### config.mk
export PLATFORM = sky130hd
export DESIGN_NAME = regfile_mp
export DESIGN_NICKNAME = d
export VERILOG_FILES = /design/src/rtl/regfile_mp.sv
export SDC_FILE = /design/constraint.sdc
export NUM_CORES = 2
export LEC_CHECK = 0
export BUFFER_PORTS_ARGS = -buffer_cell sky130_fd_sc_hd__buf_2
export CAP_MARGIN = 25
export CORE_ASPECT_RATIO = 1.1
export CORE_MARGIN = 2
export CORE_UTILIZATION = 30
export DETAILED_ROUTE_END_ITERATION = 6
export PLACE_DENSITY_LB_ADDON = 0.12
export SKIP_LAST_GASP = 1
export SYNTH_ARGS = -nofsm -noshare
export SYNTH_HDL_FRONTEND = slang
export SYNTH_SLANG_ARGS = --single-unit
### constraint.sdc
create_clock -name clk -period 8.8 [get_ports clk]
set_clock_uncertainty 0.1 [all_clocks]
set_input_delay 2.64 -clock clk [delete_from_list [all_inputs] [get_ports clk]]
set_output_delay 2.64 -clock clk [all_outputs]
set_load 0.03 [all_outputs]
### src/rtl/regfile_mp.sv
// Parametrised multi-read-port register file with byte-masked writes, optional
// hardwired-zero entry 0 and a one-entry-per-cycle soft-clear sweep.
// Optional same-cycle write-to-read forwarding: define REGFILE_BYPASS_EN.
module regfile_mp #(
  parameter int DATA_W   = 32,
  parameter int ADDR_W   = 5,
  parameter int NUM_RD   = 2,
  parameter int ZERO_REG = 1
) (
  input  logic                     clk,
  input  logic                     rst,
  input  logic [NUM_RD*ADDR_W-1:0] rd_addr,
  output logic [NUM_RD*DATA_W-1:0] rd_data,
  input  logic                     we,
  input  logic [ADDR_W-1:0]        wr_addr,
  input  logic [DATA_W/8-1:0]      wr_be,
  input  logic [DATA_W-1:0]        wr_data,
  output logic                     wr_ready,
  input  logic                     clr,
  output logic                     busy
);
  localparam int DEPTH = 1 << ADDR_W;
  localparam int NB    = DATA_W / 8;

  typedef enum logic {S_IDLE, S_CLEAR} state_t;

  state_t              r_state, w_state_nxt;
  logic [ADDR_W-1:0]   r_clr_idx, w_idx_nxt;
  logic [DATA_W-1:0]   r_mem [DEPTH];
  logic [DATA_W-1:0]   w_wr_merged;
  logic                w_wr_en;
  logic                w_zero_hit;

  assign busy       = (r_state == S_CLEAR);
  assign wr_ready   = ~busy;
  assign w_zero_hit = (ZERO_REG != 0) && (wr_addr == '0);
  assign w_wr_en    = we && wr_ready && (|wr_be) && !w_zero_hit;

  always_comb begin
    w_wr_merged = r_mem[wr_addr];
    for (int b = 0; b < NB; b++)
      if (wr_be[b]) w_wr_merged[8*b +: 8] = wr_data[8*b +: 8];
  end

  always_comb begin
    w_state_nxt = r_state;
    w_idx_nxt   = r_clr_idx;
    case (r_state)
      S_IDLE: if (clr) begin
        w_state_nxt = S_CLEAR;
        w_idx_nxt   = '0;
      end
      S_CLEAR: begin
        w_idx_nxt = r_clr_idx + ADDR_W'(1);
        if (&r_clr_idx) begin
          w_state_nxt = S_IDLE;
          w_idx_nxt   = '0;
        end
      end
      default: w_state_nxt = S_IDLE;
    endcase
  end

  // Sweep takes priority over the write port; the write is simply not accepted.
  always_ff @(posedge clk) begin
    if (rst) begin
      r_state   <= S_IDLE;
      r_clr_idx <= '0;
      for (int i = 0; i < DEPTH; i++) r_mem[i] <= '0;
    end else begin
      r_state   <= w_state_nxt;
      r_clr_idx <= w_idx_nxt;
      if (busy)         r_mem[r_clr_idx] <= '0;
      else if (w_wr_en) r_mem[wr_addr]   <= w_wr_merged;
    end
  end

  for (genvar k = 0; k < NUM_RD; k++) begin : g_rd
    logic [ADDR_W-1:0] w_a;
    logic [DATA_W-1:0] w_q;
    assign w_a = rd_addr[k*ADDR_W +: ADDR_W];
    always_comb begin
      w_q = r_mem[w_a];
`ifdef REGFILE_BYPASS_EN
      if (w_wr_en && (w_a == wr_addr)) w_q = w_wr_merged;
`endif
      if ((ZERO_REG != 0) && (w_a == '0)) w_q = '0;
    end
    assign rd_data[k*DATA_W +: DATA_W] = w_q;
  end

endmodule

### Yosys cells after proc, flatten, opt, wreduce, memory -nomap -nowiden

Memories as Yosys holds them, arrays and structs flattened.
Cells that the tools add are included.

* equality and inequality tests: 5
* mux-type cells: 27
* $add $sub $neg: 1
* bitwise logic cells: 1
* reduce and logical (&&, ||, !) cells: 15

Operators by type and width (count)
* two-way mux 32 bit: 4
* OR reduction 32 bit: 2
* two-way mux 8 bit: 4
* two-way mux 5 bit: 4
* zero test 5 bit: 3
* two-way mux 1 bit: 12
* one-hot mux 5 bit (2 select lines): 1
* AND reduction 2 bit: 4
* adder 5 x 1 -> 5 bit, second input constant: 1
* AND reduction 5 bit: 1
* two-way mux 4 bit: 1
* != test 1 bit, second input constant: 4
* OR reduction 4 bit: 1
* logical AND 1 bit: 3
* != test 2 x 1 -> 1 bit, second input constant: 1
* one-hot mux 1 bit (2 select lines): 1
* zero test 1 bit: 1
* NOT 1 bit: 1

* output and inout port bits: 66
* logic and storage cells: 52
* bits in writable memories: 1024
* memories: 1
* bits of input ports: 55
* register bits: 6

Memories
* r_mem: words 32, width 32, read ports 2, clocked after Yosys merged registers in 0, write ports 32, line 29 `logic [DATA_W-1:0] r_mem [DEPTH];`

### Depth between registers and ports, before layout

* word-level depth: 11
* mapped depth: 10

### Least setup slack after synthesis

Ideal clock, no wire load.

* path kind: input -> output
* start: input rd_addr[6]
* end: output rd_data[36]
* stages on the path: 7
* arrival time: 4969 ps
* path buffers: 4
* slack: 1091 ps
* cell sequence: buf_2 -> buf_1 -> clkbuf_1 -> buf_2 -> mux4_2 -> a211oi_1 -> a311oi_1

* cells in the longest elaborated chain, start to end: 2

Ends and longest elaborated chain
* start, declared: line 12 `input logic [NUM_RD*ADDR_W-1:0] rd_addr,`
* memory (32 x 32 bit) / zero test 5 bit (equally long branches)
* two-way mux 32 bit *: line 87 `if ((ZERO_REG != 0) && (w_a == '0)) w_q = '0;`
* end, declared: line 13 `output logic [NUM_RD*DATA_W-1:0] rd_data,`

Every way passes the cells marked *; elsewhere a longest branch is shown, timed or not.

### Worst setup path after layout

* start: input rd_addr[1]
* end: output rd_data[27]

Same word-level chain as after synthesis.

==> results.md <==
CTS:
- The maximum level of the CTS H-tree is 3.
- The later pin in the worst-skew pair is clocked with a latency of 0.75 ns.
- In this run, post-CTS hold repair placed 0 buffers.
- TritonCTS built the clock tree.
- The total CTS buffers is 119.
- Post-CTS timing repair inserted 0 buffers for setup.
- The root buffer cell is sky130_fd_sc_hd__clkbuf_16.
- In this run, post-CTS repair resized a total of 0 instances.
- The clock transition at the registers of the reported paths is 0.06 ns.
- The total clock sinks is around 1k.
- The largest buffer count on any clock path is 3.

Layout:
- The layout overhead on the synthesized area is 16.2%.
- In the final layout, the share of cells above drive strength 1 is 31.2%.
- The library cells used most frequently in the layout, excluding fill and tap cells, are sky130_fd_sc_hd__edfxtp_1 (1024), sky130_fd_sc_hd__nor3_1 (883), sky130_fd_sc_hd__mux4_2 (448), sky130_fd_sc_hd__buf_4 (241), sky130_fd_sc_hd__nand2_1 (168).
- The filler cell count is 18.2k.
- The final non-filler cell area is 0.0659 sq mm.
- The most common cell after layout, fill and taps aside is sky130_fd_sc_hd__edfxtp_1.
- The final layout contains 4128 nets.

Timing:
- At the pin with the least slew margin, the transition time is ~1.1 ns.
- The worst path in the final design needs a cycle of between 8 and 9 ns, including I/O delays and setup.
- The final max-slew violation count is 0.
- The worst pin sits at a relative slew slack of between 20% and 30%.
- The count of endpoints failing setup in the final report is 0.
- In the finished design, the share of the clock period the worst path needs comes to ~92%.
- Setup repair after global routing left no endpoint under its margin.
- The upper clock frequency limit is 124 MHz.
- The hold violation count in the final report is 0.
- For the final routed database, the setup TNS stands at 0 ns.

Detailed routing:
- Detailed routing inserted a total of 40.2k vias.
- The detailed router finished its first iteration with 4193 violations.
- Using the TritonRoute via totals, the vias-per-cell ratio works out to 6.06.
- After detailed routing, the number of remaining DRC violations is 0.
- Before antenna repair, the detailed router went through 5 iterations.
- In the final routed layout, each cell accounts on average for 35.0 um.
- The remaining number of nets flagged by the antenna check after routing is 0.
- The total wirelength of the detailed-routed design is 232 mm.

Power:
- The share of total power dissipated in the clock network is 40.1%.
- The analysis attributes to net switching a power of 0.00343 W.
- Power spread over the standard cell area amounts to between 150 and 200 mW/mm^2.
- For this design the static power due to leakage is 20.8 nW.
- The proportion of power drawn by flip-flops and latches is 45.7%.
- The worst-case IR drop observed on VDD is around 0.00017 V.
- The internal power of the cells totals 0.00894 W.
- Combinational cells account for 14.2% of the total power.
- The switching share of power is 27.7%.

Critical path:
- Traced cell by cell, the critical path runs through buf_8 -> buf_4 -> mux4_2 -> mux2_2 -> o21ai_0 -> a311oi_1 -> buf_2.
- The peak fanout along the critical path is 47.
- The classification of the worst setup path is in2out.
- Counting both buffers and inverters, the worst setup path holds a total of 3.
- The capturing element type of the critical path is an output pin.
- For the worst setup path, the data required time is 6.06 ns.
- On the worst path, the slowest cell contributes a delay of ~0.66 ns.
- Among all stages on the critical path, the largest delay is contributed by sky130_fd_sc_hd__a311oi_1.
- The critical path startpoint category is an input port.
- Data on the critical path arrives at its endpoint at 5.34 ns.
- Among cell families on the critical path, the largest total delay comes from buffers and inverters.

Placement:
- After detailed placement, the total cell area comes to 0.0620 sq mm.
- The weighted congestion reported at the end of routability-driven placement is 0.823.
- Once detailed placement completed, the half-perimeter wirelength came to between 100 and 150 mm.
- The count of input and output buffers is 120.

Floorplanning:
- During I/O placement, the number of pins put on the boundary was 121.
- The die is 460 um tall.
- Measured along the x axis, the die boundary spans 419 um.
- The initial cell density of the core is 30.2%.
- The floorplan has 167 rows.
- The total die area is 0.192 sq mm.
- The core outline area is 0.188 sq mm.

Yosys:
- After synthesis, the largest family of logic cells by area is multiplexers.
- The number of instances in the synthesized netlist is slightly above 4k.
- After synthesis the cells add up to 0.0567 sq mm.
- Yosys mapped the design onto 65 distinct sky130hd cell types.
- The number of warning messages in the yosys log is 0.
- The area share of and/or/nand/nor cells after synthesis is between 10% and 20%.
- The most used flip-flop cell after synthesis is sky130_fd_sc_hd__edfxtp_1.
- Of all flip-flops after synthesis, the portion carrying an async set or reset was 0%.
- The share of cell area taken by muxes after synthesis is a little over a fifth.
- The adder-cell area share of the yosys netlist is 0.0441%.
- The number of enable-type register cells in the synthesized netlist is a little over 1k.
- The part of the Yosys area used for sequential elements is between 50% and 60%.
- The synthesized area divided by synthesized cell count is 14.0 sq um.
- The synthesized netlist devotes 0% of its cell area to XOR and XNOR gates.
- The number of flip-flops and latches in the synthesized netlist is 1030.
- The synthesized netlist devotes 7.18% of its cell area to compound gates.

Global route:
- The number of antenna violations at the first check in global routing is 16.
- The global routing usage summed across all routing layers is a little under a quarter.
- The global route total overflow is 0.
- The met3 track demand over resource is 3.47%.
- The wire length of the first global-routing pass is 327 mm.
- Global routing consumed, on the met2 layer, 39.8% of the routing resources.
- For this run, global-route usage on met1 was measured as 32.1%.
- met2 is the most crowded layer.
- Entering global routing, the biggest net connects 146 pins.
- The via count of the first global-routing pass is 40.7k.

Min path:
- The min-delay analysis places its worst path in the category reg2reg.

Outcome:
- The flow ran to the end, and the final reports show no timing, DRC or antenna violations.

Job:
- Max-cap violations in this run came to 0.
routing by layer:
layer | vias to the layer above | wire length (um)
met4 | 16 | 7390
met3 | 298 | 14200
met5 | - | 114
met1 | 21683 | 97800
met2 | 1492 | 113000
li1 | 16744 | -
worst paths after layout:
check / startpoint / end / slack [ns] / cells after the start
setup / recovery: rd_addr[1] / rd_data[27] / 0.72 / 7
hold / removal: r_clr_idx[3] / r_clr_idx[3] / 0.61 / 2
setup reg to reg: busy / r_mem[20][22] / 4.27 / 6
hold reg to reg: r_clr_idx[3] / r_clr_idx[3] / 0.61 / 2
through the flow:
step           setup WS, ns  utilization [%]  hold slack (ns)  total power, W  cells
5_1_grt               0.559             35.0            0.680          0.0127   6626
3_5_place_dp          0.663             33.0            0.597         0.00752   6397
3_3_place_gp          0.600             32.9            0.597         0.00751   6383
2_1_floorplan          1.09                -            0.469         0.00672   4092
6_report              0.720             35.0            0.612          0.0124   6635
4_1_cts               0.660             35.0            0.607          0.0125   6622
registers in the layout (all words and copies together), names as in the netlist:
register / count
r_mem: 1024
r_clr_idx: 5
busy: 1
cell families (layout without fill, tap and decap cells):
| kind of cell | count (synthesis) | count (layout) |
|---|---|---|
| flip-flops | 1030 | 1030 |
| other | 1 | 42 |
| buffers and inverters | 561 | 644 |
| multiplexers | 659 | 659 |
| AO/OA/AOI/OAI | 506 | 506 |
| adder cells (fa/ha/maj) | 2 | 2 |
| AND/OR/NAND/NOR | 1302 | 1302 |
synth_stat cells (20+ instances only):
cell                        number  area share [%]
sky130_fd_sc_hd__buf_2         129             1.1
sky130_fd_sc_hd__o31ai_1        42            0.56
sky130_fd_sc_hd__nor2b_1        79            0.87
sky130_fd_sc_hd__mux4_2        448              18
sky130_fd_sc_hd__mux2i_1       136             2.4
sky130_fd_sc_hd__a311oi_1       64            0.99
sky130_fd_sc_hd__o41ai_2        20            0.57
sky130_fd_sc_hd__edfxtp_1     1024              54
sky130_fd_sc_hd__a22oi_1        65            0.86
sky130_fd_sc_hd__nor4b_1        56            0.87
sky130_fd_sc_hd__nor3b_2        51             1.1
sky130_fd_sc_hd__nand2_1       168             1.1
sky130_fd_sc_hd__nor3_1        883             7.8
sky130_fd_sc_hd__a211oi_1       65            0.86
sky130_fd_sc_hd__o41ai_1        57            0.88
sky130_fd_sc_hd__nor2_1         26            0.17
sky130_fd_sc_hd__buf_1          80            0.53
sky130_fd_sc_hd__mux2_2         65             1.3
sky130_fd_sc_hd__o2111ai_1      46            0.71
sky130_fd_sc_hd__o21ai_0        85            0.75
sky130_fd_sc_hd__clkbuf_1      329             2.2
cell type report:
cell class	instances	area [sq um]	share of cell area [%]
well taps	2450	3070	4.65
clock buffers	160	3200	4.85
diodes	10	25.0	0.0380
inverters	9	43.8	0.0665
clock inverters	65	574	0.871
repair buffers	410	3460	5.25
flip-flops and latches	1030	30900	46.8
multi-input cells	2501	24700	37.4
worst register-to-register path, cell delays in order (launching register included):
cell and delay, ns:
sky130_fd_sc_hd__dfxtp_1 0.62, sky130_fd_sc_hd__or3b_1 0.58, sky130_fd_sc_hd__a211o_2 0.91, sky130_fd_sc_hd__mux2i_4 0.97, sky130_fd_sc_hd__buf_12 0.57, sky130_fd_sc_hd__o41ai_2 0.31, sky130_fd_sc_hd__buf_4 0.24
power by group through the flow:
stage,Sequential [W],Combinational (W),Clock [W]
floorplan,0.00572,0.000997,0
detailed placement,0.00576,0.00176,0
finish,0.00566,0.00175,0.00497
CTS,0.00566,0.00176,0.00505
global placement,0.00576,0.00176,0
global route,0.00568,0.00182,0.00522
No activity file was read; power rests on OpenSTA's default activity.
